## config.mk

```make
export PLATFORM = sky130hd
export DESIGN_NAME = spi_slave_mem_param
export DESIGN_NICKNAME = d
export VERILOG_FILES = /design/src/rtl/spi_slave_mem_param_pkg.sv /design/src/rtl/spi_slave_mem_param_sync_edge.sv /design/src/rtl/spi_slave_mem_param.sv
export SDC_FILE = /design/constraint.sdc
export NUM_CORES = 1
export LEC_CHECK = 0
export ABC_AREA = 1
export CORE_AREA = 2 2 197 199
export DETAILED_ROUTE_END_ITERATION = 8
export DIE_AREA = 0 0 199 201
export DONT_BUFFER_PORTS = 1
export PLACE_DENSITY = 0.65
export SYNTH_ARGS = -nofsm -noshare
export SYNTH_HDL_FRONTEND = slang
export SYNTH_SLANG_ARGS = --single-unit
```

## constraint.sdc

```tcl
create_clock -name clk -period 2.1 [get_ports clk]
set_clock_uncertainty 0.05 [all_clocks]
set_input_delay 0.105 -clock clk [delete_from_list [all_inputs] [get_ports clk]]
set_output_delay 0.105 -clock clk [all_outputs]
set_load 0.005 [all_outputs]
```

## src/rtl/spi_slave_mem_param_pkg.sv

```systemverilog
// Shared definitions for the parametrised SPI slave memory.
//   CMD_W          : opcode width in bits
//   OP_*           : valid opcodes (single/burst write, single/burst read)
//   state_t        : frame FSM states
//   op_valid()     : opcode is one of the four defined commands
//   op_is_read()   : opcode starts a read data phase
package spi_mem_pkg;

  localparam int unsigned CMD_W = 3;

  localparam logic [CMD_W-1:0] OP_WR  = 3'b001;
  localparam logic [CMD_W-1:0] OP_RD  = 3'b010;
  localparam logic [CMD_W-1:0] OP_BWR = 3'b011;
  localparam logic [CMD_W-1:0] OP_BRD = 3'b100;

  typedef enum logic [2:0] {
    ST_IDLE,
    ST_CMD,
    ST_ADDR,
    ST_WDATA,
    ST_RDATA,
    ST_IGNORE
  } state_t;

  function automatic logic op_valid(input logic [CMD_W-1:0] op);
    return (op == OP_WR) || (op == OP_RD) || (op == OP_BWR) || (op == OP_BRD);
  endfunction

  function automatic logic op_is_read(input logic [CMD_W-1:0] op);
    return (op == OP_RD) || (op == OP_BRD);
  endfunction

endpackage

```

## src/rtl/spi_slave_mem_param_sync_edge.sv

```systemverilog
// Multi-flop synchroniser with rise/fall detection on the synchronised value.
//   clk, rst_n : system clock, asynchronous active-low reset
//   d          : asynchronous input
//   q          : synchronised level (STAGES clk of latency)
//   rise, fall : one-clk strobes on q transitions
// RST_VAL sets the level the chain (and edge history) holds in reset.
module spi_sync_edge #(
  parameter int unsigned STAGES  = 2,
  parameter logic        RST_VAL = 1'b0
) (
  input  logic clk,
  input  logic rst_n,
  input  logic d,
  output logic q,
  output logic rise,
  output logic fall
);

  logic [STAGES-1:0] sync_q;
  logic              prev_q;

  always_ff @(posedge clk or negedge rst_n) begin
    if (!rst_n) begin
      sync_q <= {STAGES{RST_VAL}};
      prev_q <= RST_VAL;
    end else begin
      sync_q <= {sync_q[STAGES-2:0], d};
      prev_q <= sync_q[STAGES-1];
    end
  end

  assign q    = sync_q[STAGES-1];
  assign rise = q & ~prev_q;
  assign fall = ~q & prev_q;

endmodule

```

## src/rtl/spi_slave_mem_param.sv

```systemverilog
// SPI mode-0 slave in front of a 2**ADDR_W x DATA_W register file.
// Frame: 3-bit opcode, ADDR_W-bit address, then DATA_W-bit words, MSB first.
//   clk, rst_n          : system clock (>= 6x sclk), async active-low reset
//   cs, sclk, mosi      : SPI inputs, asynchronous, oversampled on clk
//   miso, miso_oe       : serial read data and its drive enable
//   busy                : frame in progress (cs low after a seen falling edge)
//   cmd_err             : one-clk pulse on an invalid opcode
//   frame_abort         : one-clk pulse when cs rises mid-word
//   burst_ovf           : one-clk pulse when a non-wrapping burst runs past the top
module spi_slave_mem_param
  import spi_mem_pkg::*;
#(
  parameter int unsigned ADDR_W      = 5,
  parameter int unsigned DATA_W      = 8,
  parameter int unsigned SYNC_STAGES = 2,
  parameter int unsigned WRAP        = 0
) (
  input  logic clk,
  input  logic rst_n,
  input  logic cs,
  input  logic sclk,
  input  logic mosi,
  output logic miso,
  output logic miso_oe,
  output logic busy,
  output logic cmd_err,
  output logic frame_abort,
  output logic burst_ovf
);

  localparam int unsigned DEPTH = 2 ** ADDR_W;
  localparam int unsigned AD_W  = (ADDR_W > DATA_W) ? ADDR_W : DATA_W;
  localparam int unsigned SH_W  = (AD_W > CMD_W) ? AD_W : CMD_W;
  localparam int unsigned CNT_W = $clog2(SH_W);

  localparam logic [ADDR_W-1:0] ADDR_ONE  = ADDR_W'(1);
  localparam logic [ADDR_W-1:0] ADDR_TOP  = '1;
  localparam logic [CNT_W-1:0]  CMD_LAST  = CNT_W'(CMD_W - 1);
  localparam logic [CNT_W-1:0]  ADDR_LAST = CNT_W'(ADDR_W - 1);
  localparam logic [CNT_W-1:0]  DATA_LAST = CNT_W'(DATA_W - 1);

  // cs resets to the low level so a cs held low across reset release shows
  // no falling edge; a frame needs cs to be seen high first.
  logic cs_s_unused, cs_rise, cs_fall;
  logic sclk_s_unused, sclk_rise, sclk_fall_unused;
  logic mosi_s, mosi_rise_unused, mosi_fall_unused;

  spi_sync_edge #(.STAGES(SYNC_STAGES), .RST_VAL(1'b0)) u_sync_cs (
    .clk(clk), .rst_n(rst_n), .d(cs),
    .q(cs_s_unused), .rise(cs_rise), .fall(cs_fall)
  );

  spi_sync_edge #(.STAGES(SYNC_STAGES), .RST_VAL(1'b0)) u_sync_sclk (
    .clk(clk), .rst_n(rst_n), .d(sclk),
    .q(sclk_s_unused), .rise(sclk_rise), .fall(sclk_fall_unused)
  );

  spi_sync_edge #(.STAGES(SYNC_STAGES), .RST_VAL(1'b0)) u_sync_mosi (
    .clk(clk), .rst_n(rst_n), .d(mosi),
    .q(mosi_s), .rise(mosi_rise_unused), .fall(mosi_fall_unused)
  );

  state_t              state, state_nx;
  logic [SH_W-2:0]     sh_q;
  logic [SH_W-1:0]     sh_nx;
  logic [CNT_W-1:0]    bit_cnt;
  logic [CMD_W-1:0]    op_q;
  logic [ADDR_W-1:0]   addr_q, addr_inc, addr_in;
  logic [DATA_W-1:0]   mem [DEPTH];
  logic [DATA_W-1:0]   tx_q, wr_data;
  logic                wr_pend, past_end, oe_q;

  logic cmd_ok, cmd_bad, addr_done, wr_done, rd_done, abort_nx, ovf_nx;

  assign sh_nx    = {sh_q, mosi_s};
  assign addr_in  = sh_nx[ADDR_W-1:0];
  assign addr_inc = addr_q + ADDR_ONE;

  always_ff @(posedge clk or negedge rst_n) begin
    if (!rst_n) state <= ST_IDLE;
    else        state <= state_nx;
  end

  // past_end is set once a non-wrapping burst has used the top word; the
  // overflow is flagged on the next bit, so a burst ending exactly at the top
  // of memory is a clean transfer.
  always_comb begin
    state_nx  = state;
    cmd_ok    = 1'b0;
    cmd_bad   = 1'b0;
    addr_done = 1'b0;
    wr_done   = 1'b0;
    rd_done   = 1'b0;
    abort_nx  = 1'b0;
    ovf_nx    = 1'b0;
    if (cs_rise) begin
      state_nx = ST_IDLE;
      case (state)
        ST_CMD, ST_ADDR:   abort_nx = 1'b1;
        ST_WDATA, ST_RDATA: abort_nx = (bit_cnt != '0);
        default:           abort_nx = 1'b0;
      endcase
    end else begin
      case (state)
        ST_IDLE: if (cs_fall) state_nx = ST_CMD;
        ST_CMD: begin
          if (sclk_rise && bit_cnt == CMD_LAST) begin
            if (op_valid(sh_nx[CMD_W-1:0])) begin
              cmd_ok   = 1'b1;
              state_nx = ST_ADDR;
            end else begin
              cmd_bad  = 1'b1;
              state_nx = ST_IGNORE;
            end
          end
        end
        ST_ADDR: begin
          if (sclk_rise && bit_cnt == ADDR_LAST) begin
            addr_done = 1'b1;
            state_nx  = op_is_read(op_q) ? ST_RDATA : ST_WDATA;
          end
        end
        ST_WDATA: begin
          if (sclk_rise) begin
            if (past_end) begin
              ovf_nx   = 1'b1;
              state_nx = ST_IGNORE;
            end else if (bit_cnt == DATA_LAST) begin
              wr_done = 1'b1;
              if (op_q == OP_WR) state_nx = ST_IGNORE;
            end
          end
        end
        ST_RDATA: begin
          if (sclk_rise) begin
            if (past_end) begin
              ovf_nx   = 1'b1;
              state_nx = ST_IGNORE;
            end else if (bit_cnt == DATA_LAST) begin
              rd_done = 1'b1;
              if (op_q == OP_RD) state_nx = ST_IGNORE;
            end
          end
        end
        default: state_nx = state;
      endcase
    end
  end

  always_ff @(posedge clk or negedge rst_n) begin
    if (!rst_n) begin
      sh_q        <= '0;
      bit_cnt     <= '0;
      op_q        <= '0;
      addr_q      <= '0;
      tx_q        <= '0;
      wr_data     <= '0;
      wr_pend     <= 1'b0;
      past_end    <= 1'b0;
      oe_q        <= 1'b0;
      busy        <= 1'b0;
      cmd_err     <= 1'b0;
      frame_abort <= 1'b0;
      burst_ovf   <= 1'b0;
      for (int unsigned i = 0; i < DEPTH; i++) mem[i] <= '0;
    end else begin
      cmd_err     <= cmd_bad;
      frame_abort <= abort_nx;
      burst_ovf   <= ovf_nx;
      busy        <= (state_nx != ST_IDLE);

      if (sclk_rise) sh_q <= sh_nx[SH_W-2:0];

      if (cs_fall || cs_rise || cmd_ok || cmd_bad || addr_done || wr_done || rd_done)
        bit_cnt <= '0;
      else if (sclk_rise)
        bit_cnt <= bit_cnt + CNT_W'(1);

      if (cmd_ok)  op_q     <= sh_nx[CMD_W-1:0];
      if (cs_fall) past_end <= 1'b0;

      // Completed write words land one clk after their last bit.
      wr_pend <= wr_done;
      if (wr_done) wr_data <= sh_nx[DATA_W-1:0];
      if (wr_pend) begin
        mem[addr_q] <= wr_data;
        if (op_q == OP_BWR) begin
          addr_q <= addr_inc;
          if (addr_q == ADDR_TOP && WRAP == 0) past_end <= 1'b1;
        end
      end

      if (addr_done) begin
        addr_q <= addr_in;
        if (op_is_read(op_q)) begin
          tx_q <= mem[addr_in];
          oe_q <= 1'b1;
        end
      end else if (rd_done && op_q == OP_BRD) begin
        if (addr_q == ADDR_TOP && WRAP == 0) begin
          tx_q     <= '0;
          past_end <= 1'b1;
        end else begin
          tx_q   <= mem[addr_inc];
          addr_q <= addr_inc;
        end
      end else if (sclk_rise && state == ST_RDATA) begin
        tx_q <= tx_q << 1;
      end

      if (state_nx == ST_IDLE) begin
        oe_q <= 1'b0;
        tx_q <= '0;
      end
    end
  end

  assign miso    = tx_q[DATA_W-1];
  assign miso_oe = oe_q;

endmodule

```

==> results of run 1 <==
[registers in the layout (all words and copies together) (netlist names), 2 cells and up]
| register | count |
|---|---|
| sh_q | 7 |
| tx_q | 8 |
| u_sync_mosi.sync_q | 2 |
| addr_q | 5 |
| wr_data | 8 |
| u_sync_sclk.sync_q | 2 |
| mem | 256 |
| bit_cnt | 3 |
| op_q | 3 |
| state | 3 |
| u_sync_cs.sync_q | 2 |
[logic make-up (layout without fill, tap and decap cells)]
logic type | after synthesis | after routing | synth area share, %
AO/OA/AOI/OAI | 558 | 558 | 17.74
buffers and inverters | 343 | 395 | 8.221
adder cells (fa/ha/maj) | 11 | 11 | 0.8206
XOR/XNOR | 5 | 5 | 0.3731
flip-flops | 308 | 308 | 45.96
AND/OR/NAND/NOR | 1085 | 1085 | 26.89
[worst paths after layout]
path	slack, ns	to	start	cells after the start
min	-0.75	mem[169]$_DFFE_PN0P_	rst_n	0
max in group asynchronous	1.94	u_sync_mosi.sync_q[1]$_DFF_PN0_	rst_n	0
max	-0.003	tx_q[1]$_DFFE_PN0P_	addr_q[0]$_DFF_PN0_	12
min reg2reg	0.29	u_sync_cs.sync_q[1]$_DFF_PN0_	u_sync_cs.sync_q[0]$_DFF_PN0_	0
max reg2reg	-0.003	tx_q[1]$_DFFE_PN0P_	addr_q[0]$_DFF_PN0_	12
min in group clk	0.07	u_sync_mosi.sync_q[0]$_DFF_PN0_	mosi	1
[layer usage]
layer / vias up / GRT usage, % / wire (um)
met4: 0 / 12.18 / 2275
li1: 7661 / - / -
met3: 139 / 5.712 / 5270
met1: 7948 / 42.62 / 25580
met2: 826 / 45.47 / 27070
met5: - / 0 / 0
[report_power, final]
part	internal, mW	switching, mW
clock network	3.60	2.52
registers	5.99	0.0455
logic	0.436	0.877
[through the flow]
stage / util, % / setup slack [ns] / cell area (um2) / power [mW]
finish: 52.14 / -0.002886 / 19870 / 13.47
global route: 52.14 / -0.09980 / 19870 / 13.89
CTS: 50.75 / 0.001117 / 19340 / 13.45
detailed placement: 47.36 / -0.2336 / 18050 / 7.309
global placement: 47.36 / -0.1983 / 18050 / 7.301
floorplan: - / 0.001730 / 16780 / 6.847
[synth_stat cells (all sizes together)]
master / number
ha: 11
buf: 82
o211ai: 71
o31ai: 1
inv: 177
clkinv: 2
o21ai: 371
nand3b: 1
dfrtp: 308
clkbuf: 82
nor3: 6
o21bai: 1
nand3: 302
nand4: 3
nand2: 637
xnor2: 1
xor2: 4
nor4: 1
a21oi: 114
nor2: 135
[repair_timing]
item,4_1_cts,5_1_grt
setup buffers,1,9
gates resized for setup,13,94
hold endpoints to repair,311,308
setup endpoints to repair,11,75
cloned,2,5
pin swaps,2,23
[final cells by class]
| class | count | area share, % |
|---|---|---|
| clock buffers | 56 | 5.573 |
| clock inverters | 4 | 0.1197 |
| inverters | 179 | 3.439 |
| multi-input cells | 1659 | 40.24 |
| flip-flops and latches | 308 | 38.84 |
| well taps | 518 | 3.262 |
| repair buffers | 156 | 8.527 |
[layout by cell type, fill, tap and decap left out, drive strengths merged, types with 3 or more instances in the layout]
| cell | count |
|---|---|
| buf | 148 |
| dlygate4sd3 | 3 |
| nand4 | 3 |
| o211ai | 71 |
| xor2 | 4 |
| dfrtp | 308 |
| nand2 | 637 |
| clkinv | 6 |
| inv | 177 |
| nor3 | 6 |
| o21ai | 371 |
| a21oi | 114 |
| nor2 | 135 |
| clkbuf | 61 |
| ha | 11 |
| nand3 | 302 |
==> results.md, run 1 <==
- The number of cells produced by synthesis is 2310.
- The floorplan step defined a core boundary enclosing 0.03811 mm2.
- The number of nets in the synthesized netlist is 2326.
- The summed instance area of the synthesized netlist is 0.01677 mm2.
- The number of global-route vias before repair is 15700.
- The relative slew slack is 37.22%.
- The biggest area contributor in the post-synthesis netlist is sky130_fd_sc_hd__dfrtp_1.
- The maximum number of pins on one net before global-route repair is 309.
- The run finished, with violations left.
- The clock reaches the later pin of the worst-skew pair after 0.55 ns.
- The initial antenna violation count is 1.
- The number of nets in the layout is 2357.
- The final-layout setup total negative slack is -0.002886 ns.
- The setup path with the least slack is of type reg2reg.
- Global routing used 30.13% of the available tracks.
- The required time of the worst setup path is 2.49 ns.
- The shortest clock period the worst path allows after layout is 2.103 ns.
- The tree built by TritonCTS fans out to 308 sinks.
- The final route contains 16570 vias.
- The number of levels in the clock H-tree is 2.
- The part of the Yosys area used for sequential elements is 45.96%.
- The number of distinct library cell variants in the gate-level netlist after synthesis is 30.
- The count of synthesis-stage warnings from yosys is 0.
- The floorplan has 72 rows.
- The routed wire length is 60.20 mm.
- The total power per unit cell area is 677.9 mW/mm2.
- The multi-input gate area in the final layout is 0.007995 mm2.
- Summed over all cells, the static leakage comes to 8.445 nW.
- The slowest stage of the critical path is the sky130_fd_sc_hd__dfrtp_4 cell.
- The worst setup path is launched from a flip-flop.
- On the critical path the largest part of the delay comes from simple AND/OR/NAND/NOR gates.
- The first global-routing pass estimated 92.45 mm of wire.
- VDD sags by at most 0.4279 mV.
- The starting DRC count in detailed routing is 2067.
- The area of the die is 0.04000 mm2.
- The starting density of the core is 44.01%.
- The final estimated routing congestion in global placement is 0.9693.
- Summed over its instances, the top area cell type makes up 45.96% of the synthesized netlist area.
- For this run, design rule violations remaining after detail routing come to 0.
- The first TritonRoute pass finished after 8 iterations.
- The number of clock buffers added by TritonCTS is 37.
- The layout filler cell count is 3640.
- Port buffering added 0 buffers.
- The number of placed instances, taps included, is 2800.
- The post-synthesis area per instance is 7.260 um2.
- Across the whole layout, storage elements account for 0.007716 mm2.
- The total buffers and inverters traversed by the critical path is 2.
- The critical path endpoint category is a flip-flop.
- Max-cap violations in this run came to 0.
- The kind of path behind the tightest hold check is in2async.
- The TritonCTS clock tree is built.
- Walking the worst path, the cells encountered are inv_4 > ha_4 > buf_12 > a21oi_1 > o21ai_0 > nand3_1 > nand3_1 > nand3_1 > nand3_1 > nand2_1 > nand3_1 > nand2_1.
- The number of setup violations in the final report is 1.
- The achievable frequency is 475.5 MHz.
- The hold buffer count at CTS is 3.
- The transition time of the tightest slew-check pin is 0.9417 ns.
- The floorplan step set the die height to 201 um.
- The final-report max-slew violation count is 0.
- The global route total overflow is 0.
- The floorplan step set the die width to 199 um.
- The total of flip-flops plus latches after synthesis is 308.
- The CTS root buffer is sky130_fd_sc_hd__clkbuf_16.
- The count of boundary I/O pins is 11.
- For the worst setup path, the data arrival time is 2.50 ns.
- The checks that failed: hold timing, setup timing.
- Detailed placement ended at an HPWL of 37.96 mm.
- The count of placed standard cells in the final layout, fillers left out is 2880.
- The mean number of vias per cell is 5.755.
- After clock tree synthesis, the clock-pin slew on the worst setup and hold paths is 0.06 ns.
- The worst hold slack is -0.7495 ns.
- Setup repair after global routing could not meet its margin everywhere.
- In this run the deepest clock path goes through 3 buffers.
- The antenna violation net count after detailed routing is 0.
- The share of the clock period used by the worst path is 100.1%.
- The maximum net fanout on the critical path is 26.
- In the final layout, the share of cells above drive strength 1 is 12.24%.
- The post-layout worst setup margin is -0.002886 ns.
- In the final routed layout, each cell accounts on average for 20.90 um.
- The antenna diode count is 0.
- The number of failing hold endpoints at the final stage came to 308.
- The most repeated library cell on the critical path is sky130_fd_sc_hd__nand3_1.
- The delay of the slowest cell on the worst path is 0.46 ns.
- The layout-stage area growth over the synthesis result is 18.46%.
- By area the synthesized netlist is led by sky130_fd_sc_hd__dfrtp_1, sky130_fd_sc_hd__nand2_1, sky130_fd_sc_hd__o21ai_0, sky130_fd_sc_hd__nand3_1, sky130_fd_sc_hd__inv_1.
Power figures use the tool's default switching activity.
==> run 2, diff against run 1 <==
- CTS_BUF_LIST: unset -> sky130_fd_sc_hd__clkbuf_2 sky130_fd_sc_hd__clkbuf_4 sky130_fd_sc_hd__clkbuf_8
==> run 2 against run 1 <==
Compared with the run above:
- the flow finishes with violations (hold timing)
- core utilization grew 0.31 points
- maximum frequency grew 0.31%
- count of clock-buffer cells in the layout grew 31
- total power shrank 0.66%
- final cell count grew 1.6%
- critical path type unchanged
- largest cell class unchanged
- largest power group is now registers
==> results.md, run 2 (synthesized netlist as in run 1, its figures left out) <==
- The initial antenna violation count was 1 (unchanged).
- The average wire per standard cell is 20.68 um (was 20.90 um).
- The clock-pin slew reported for the worst setup and hold paths after clock tree synthesis is 0.06 ns (about the same).
- The maximum clock path buffer count was 3 (unchanged).
- The number of levels in the clock H-tree came to 2 (unchanged).
- The shortest clock period the worst path allows after layout is 2.096 ns (was 2.103 ns).
- The number of failing hold endpoints at the final stage is 308 (unchanged).
- Ordered list of cells on the worst path: ha_2 > nand2_1 > nor2_1 > ha_1 > nand3b_1 > nand2_2 > buf_6 > buf_4 > o21ai_0 > o21bai_1 (was inv_4 > ha_4 > buf_12 > a21oi_1 > o21ai_0 > nand3_1 > nand3_1 > nand3_1 > nand3_1 > nand2_1 > nand3_1 > nand2_1).
- RSZ-0062 raised after global routing: yes (unchanged).
- The number of global-route vias before repair is 15880 (was 15700).
- The half-perimeter wire length after placement came to 37.96 mm (unchanged).
- The routed wire length is 60.50 mm (was 60.20 mm).
- The starting density of the core is 44.01% (unchanged).
- The count of cells along the worst register-to-register path came to 10 (was 12).
- The origin of the critical flop-to-flop path is addr_q[0]$_DFF_PN0_ (unchanged).
- The via total after detailed routing is 16640 (was 16570).
- The overall routing resource usage is 30.17% (was 30.13%).
- Top library cells by usage in the layout, fill and taps aside: sky130_fd_sc_hd__nand2_1, sky130_fd_sc_hd__o21ai_0, sky130_fd_sc_hd__dfrtp_1 (unchanged).
- The kind of path behind the tightest hold check is in2async (unchanged).
- The count of TritonRoute iterations in the first routing pass is 6 (was 8).
- The count of boundary I/O pins came to 11 (unchanged).
- The launching element type of the critical path is a flip-flop (unchanged).
- The global route total overflow is 0 (unchanged).
- The antenna violation net count after detailed routing is 0 (unchanged).
- The worst hold slack is -0.8471 ns (was -0.7495 ns).
- The number of rows in the core area is 72 (unchanged).
- The area inside the core boundary is 0.03811 mm2 (unchanged).
- The maximum number of pins on one net before global-route repair was 309 (unchanged).
- The number of setup violations in the final report is 0 (was 1).
- The reg-to-reg setup timing slack is 0.004 ns (was -0.003 ns).
- The source-to-sink clock delay at the later pin of the worst-skew pair is 0.64 ns (was 0.55 ns).
- The count of port buffers added during placement is 0 (unchanged).
- The final-report max-slew violation count came to 0 (unchanged).
- Status: finished, violations left (unchanged).
- The fraction of layout instances using a drive strength above 1 is 14.13% (was 12.24%).
- The required time of the worst setup path is 2.58 ns (was 2.49 ns).
- The final-layout setup total negative slack is 0 ns (was -0.002886 ns).
- The mean number of vias per cell is 5.688 (was 5.755).
- The number of flip-flops under the largest register name is 256 (unchanged).
- The starting DRC count in detailed routing came to 2038 (was 2067).
- The final estimated routing congestion in global placement came to 0.9693 (unchanged).
- The static leakage was 8.568 nW (was 8.445 nW).
- The layout-stage area growth over the synthesis result was 19.16% (was 18.46%).
- The most flop-heavy register is mem (unchanged).
- The TritonCTS clock tree is built (unchanged).
- The area of the die is 0.04000 mm2 (unchanged).
- The share of the clock period used by the worst path is 99.83% (was 100.1%).
- The total clock sinks was 308 (unchanged).
- The global-route wire length before repair is 92.57 mm (was 92.45 mm).
- The relative slew slack is 46.63% (was 37.22%).
- The CTS root buffer is sky130_fd_sc_hd__clkbuf_8 (was sky130_fd_sc_hd__clkbuf_16).
- The die outline height is 201 um (unchanged).
- The transition time of the tightest slew-check pin is 0.8006 ns (was 0.9417 ns).
- The number of buffers created by CTS is 56 (was 37).
- The count of placed standard cells in the final layout, fillers left out is 2926 (was 2880).
- The achievable frequency is 477.0 MHz (was 475.5 MHz).
- The reported max-cap violation count came to 0 (unchanged).
- Violations in the final reports: hold timing (was hold timing, setup timing).
- The number of nets in the layout was 2381 (was 2357).
- The terminus of the critical flop-to-flop path is addr_q[4]$_DFF_PN0_ (was tx_q[1]$_DFFE_PN0P_).
- The number of remaining DRC errors came to 0 (unchanged).
- The most frequent standard cell in the layout excluding fill and tap cells is sky130_fd_sc_hd__nand2_1 (unchanged).
- The delay of the slowest cell on the worst path was 0.43 ns (was 0.46 ns).
- The data arrival at the endpoint of the critical path was 2.57 ns (was 2.50 ns).
- Largest registers: mem x256, tx_q x8, wr_data x8 (unchanged).
- The peak ir drop on the vdd network is 0.4038 mV (was 0.4279 mV).
- The end-of-flow core utilization is 52.44% (was 52.14%).
- The total power per unit cell area is 669.5 mW/mm2 (was 677.9 mW/mm2).
- The maximum net fanout on the critical path is 5 (was 26).
- The critical path endpoint category is a flip-flop (unchanged).
- The type of the worst setup path is reg2reg (unchanged).
- The floorplan die width is 199 um (unchanged).
- The cell with the largest stage delay on the worst path is sky130_fd_sc_hd__dfrtp_4 (unchanged).
- The cell count after placement is 2800 (unchanged).
- The hold buffer count at CTS is 6 (was 3).
[run 2: cell count changes in the layout (fill, tap and decap cells not counted), sizes merged]
cell,before,now
clkbuf,61,94
clkinv,6,15
diode,0,1
dlygate4sd3,3,6
[run 2: final cells by class]
type | instances | area [um2]
fillers | 3624 | 18120
multi-input cells | 1659 | 7981
flip-flops and latches | 308 | 7716
repair buffers | 161 | 1759
clock buffers | 87 | 1129
inverters | 179 | 683.2
well taps | 518 | 648.1
clock inverters | 13 | 65.06
diodes | 1 | 2.502
[run 2: report_power, final]
group          internal, mW  switching (mW)  leakage, nW
clock network          3.40            2.63        0.648
registers              5.99          0.0453         4.27
logic                 0.439           0.873         3.65
[run 2: per-layer routing]
layer / GRT usage [%] / part of all wire [%] / up-vias
met5: 0 / 0 / -
met3: 6.166 / 9.4 / 169
li1: - / - / 7736
met4: 13.17 / 4.2 / 0
met1: 42.22 / 42 / 7885
met2: 45.28 / 45 / 854
[run 2: repair_timing]
| item | 4_1_cts | 5_1_grt |
|---|---|---|
| endpoints found under the hold margin | 311 | 308 |
| gates resized for setup | 15 | 84 |
| setup endpoints to repair | 12 | 77 |
| pin swaps | 2 | 24 |
| gates cloned | 2 | 7 |
| setup buffers | 1 | 9 |
[run 2: how the worst max path moves through the flow]
stage | end | startpoint | slack, ns
detailed placement | tx_q[5]$_DFFE_PN0P_ | addr_q[0]$_DFF_PN0_ | -0.23
CTS | tx_q[6]$_DFFE_PN0P_ | addr_q[0]$_DFF_PN0_ | 0.006
global route | tx_q[5]$_DFFE_PN0P_ | addr_q[0]$_DFF_PN0_ | -0.08
floorplan | tx_q[1]$_DFFE_PN0P_ | addr_q[0]$_DFF_PN0_ | 0.002
finish | addr_q[4]$_DFF_PN0_ | addr_q[0]$_DFF_PN0_ | 0.004
global placement | tx_q[5]$_DFFE_PN0P_ | addr_q[0]$_DFF_PN0_ | -0.20
[run 2: per-stage QoR]
stage               cell area [um2]  setup WS, ns  power, mW
CTS                           19430      0.006223      13.35
global route                  19980      -0.08497      13.84
finish                        19980      0.003667      13.38
floorplan                     16780      0.001730      6.847
global placement              18050       -0.1983      7.301
detailed placement            18050       -0.2336      7.309
[run 2: worst max-delay path, delay by kind of cell (launching register included)]
kind | cells | cell delay (ns)
flip-flops | 1 | 0.43
AO/OA/AOI/OAI | 2 | 0.21
AND/OR/NAND/NOR | 4 | 0.49
adder cells (fa/ha/maj) | 2 | 0.54
buffers and inverters | 2 | 0.26
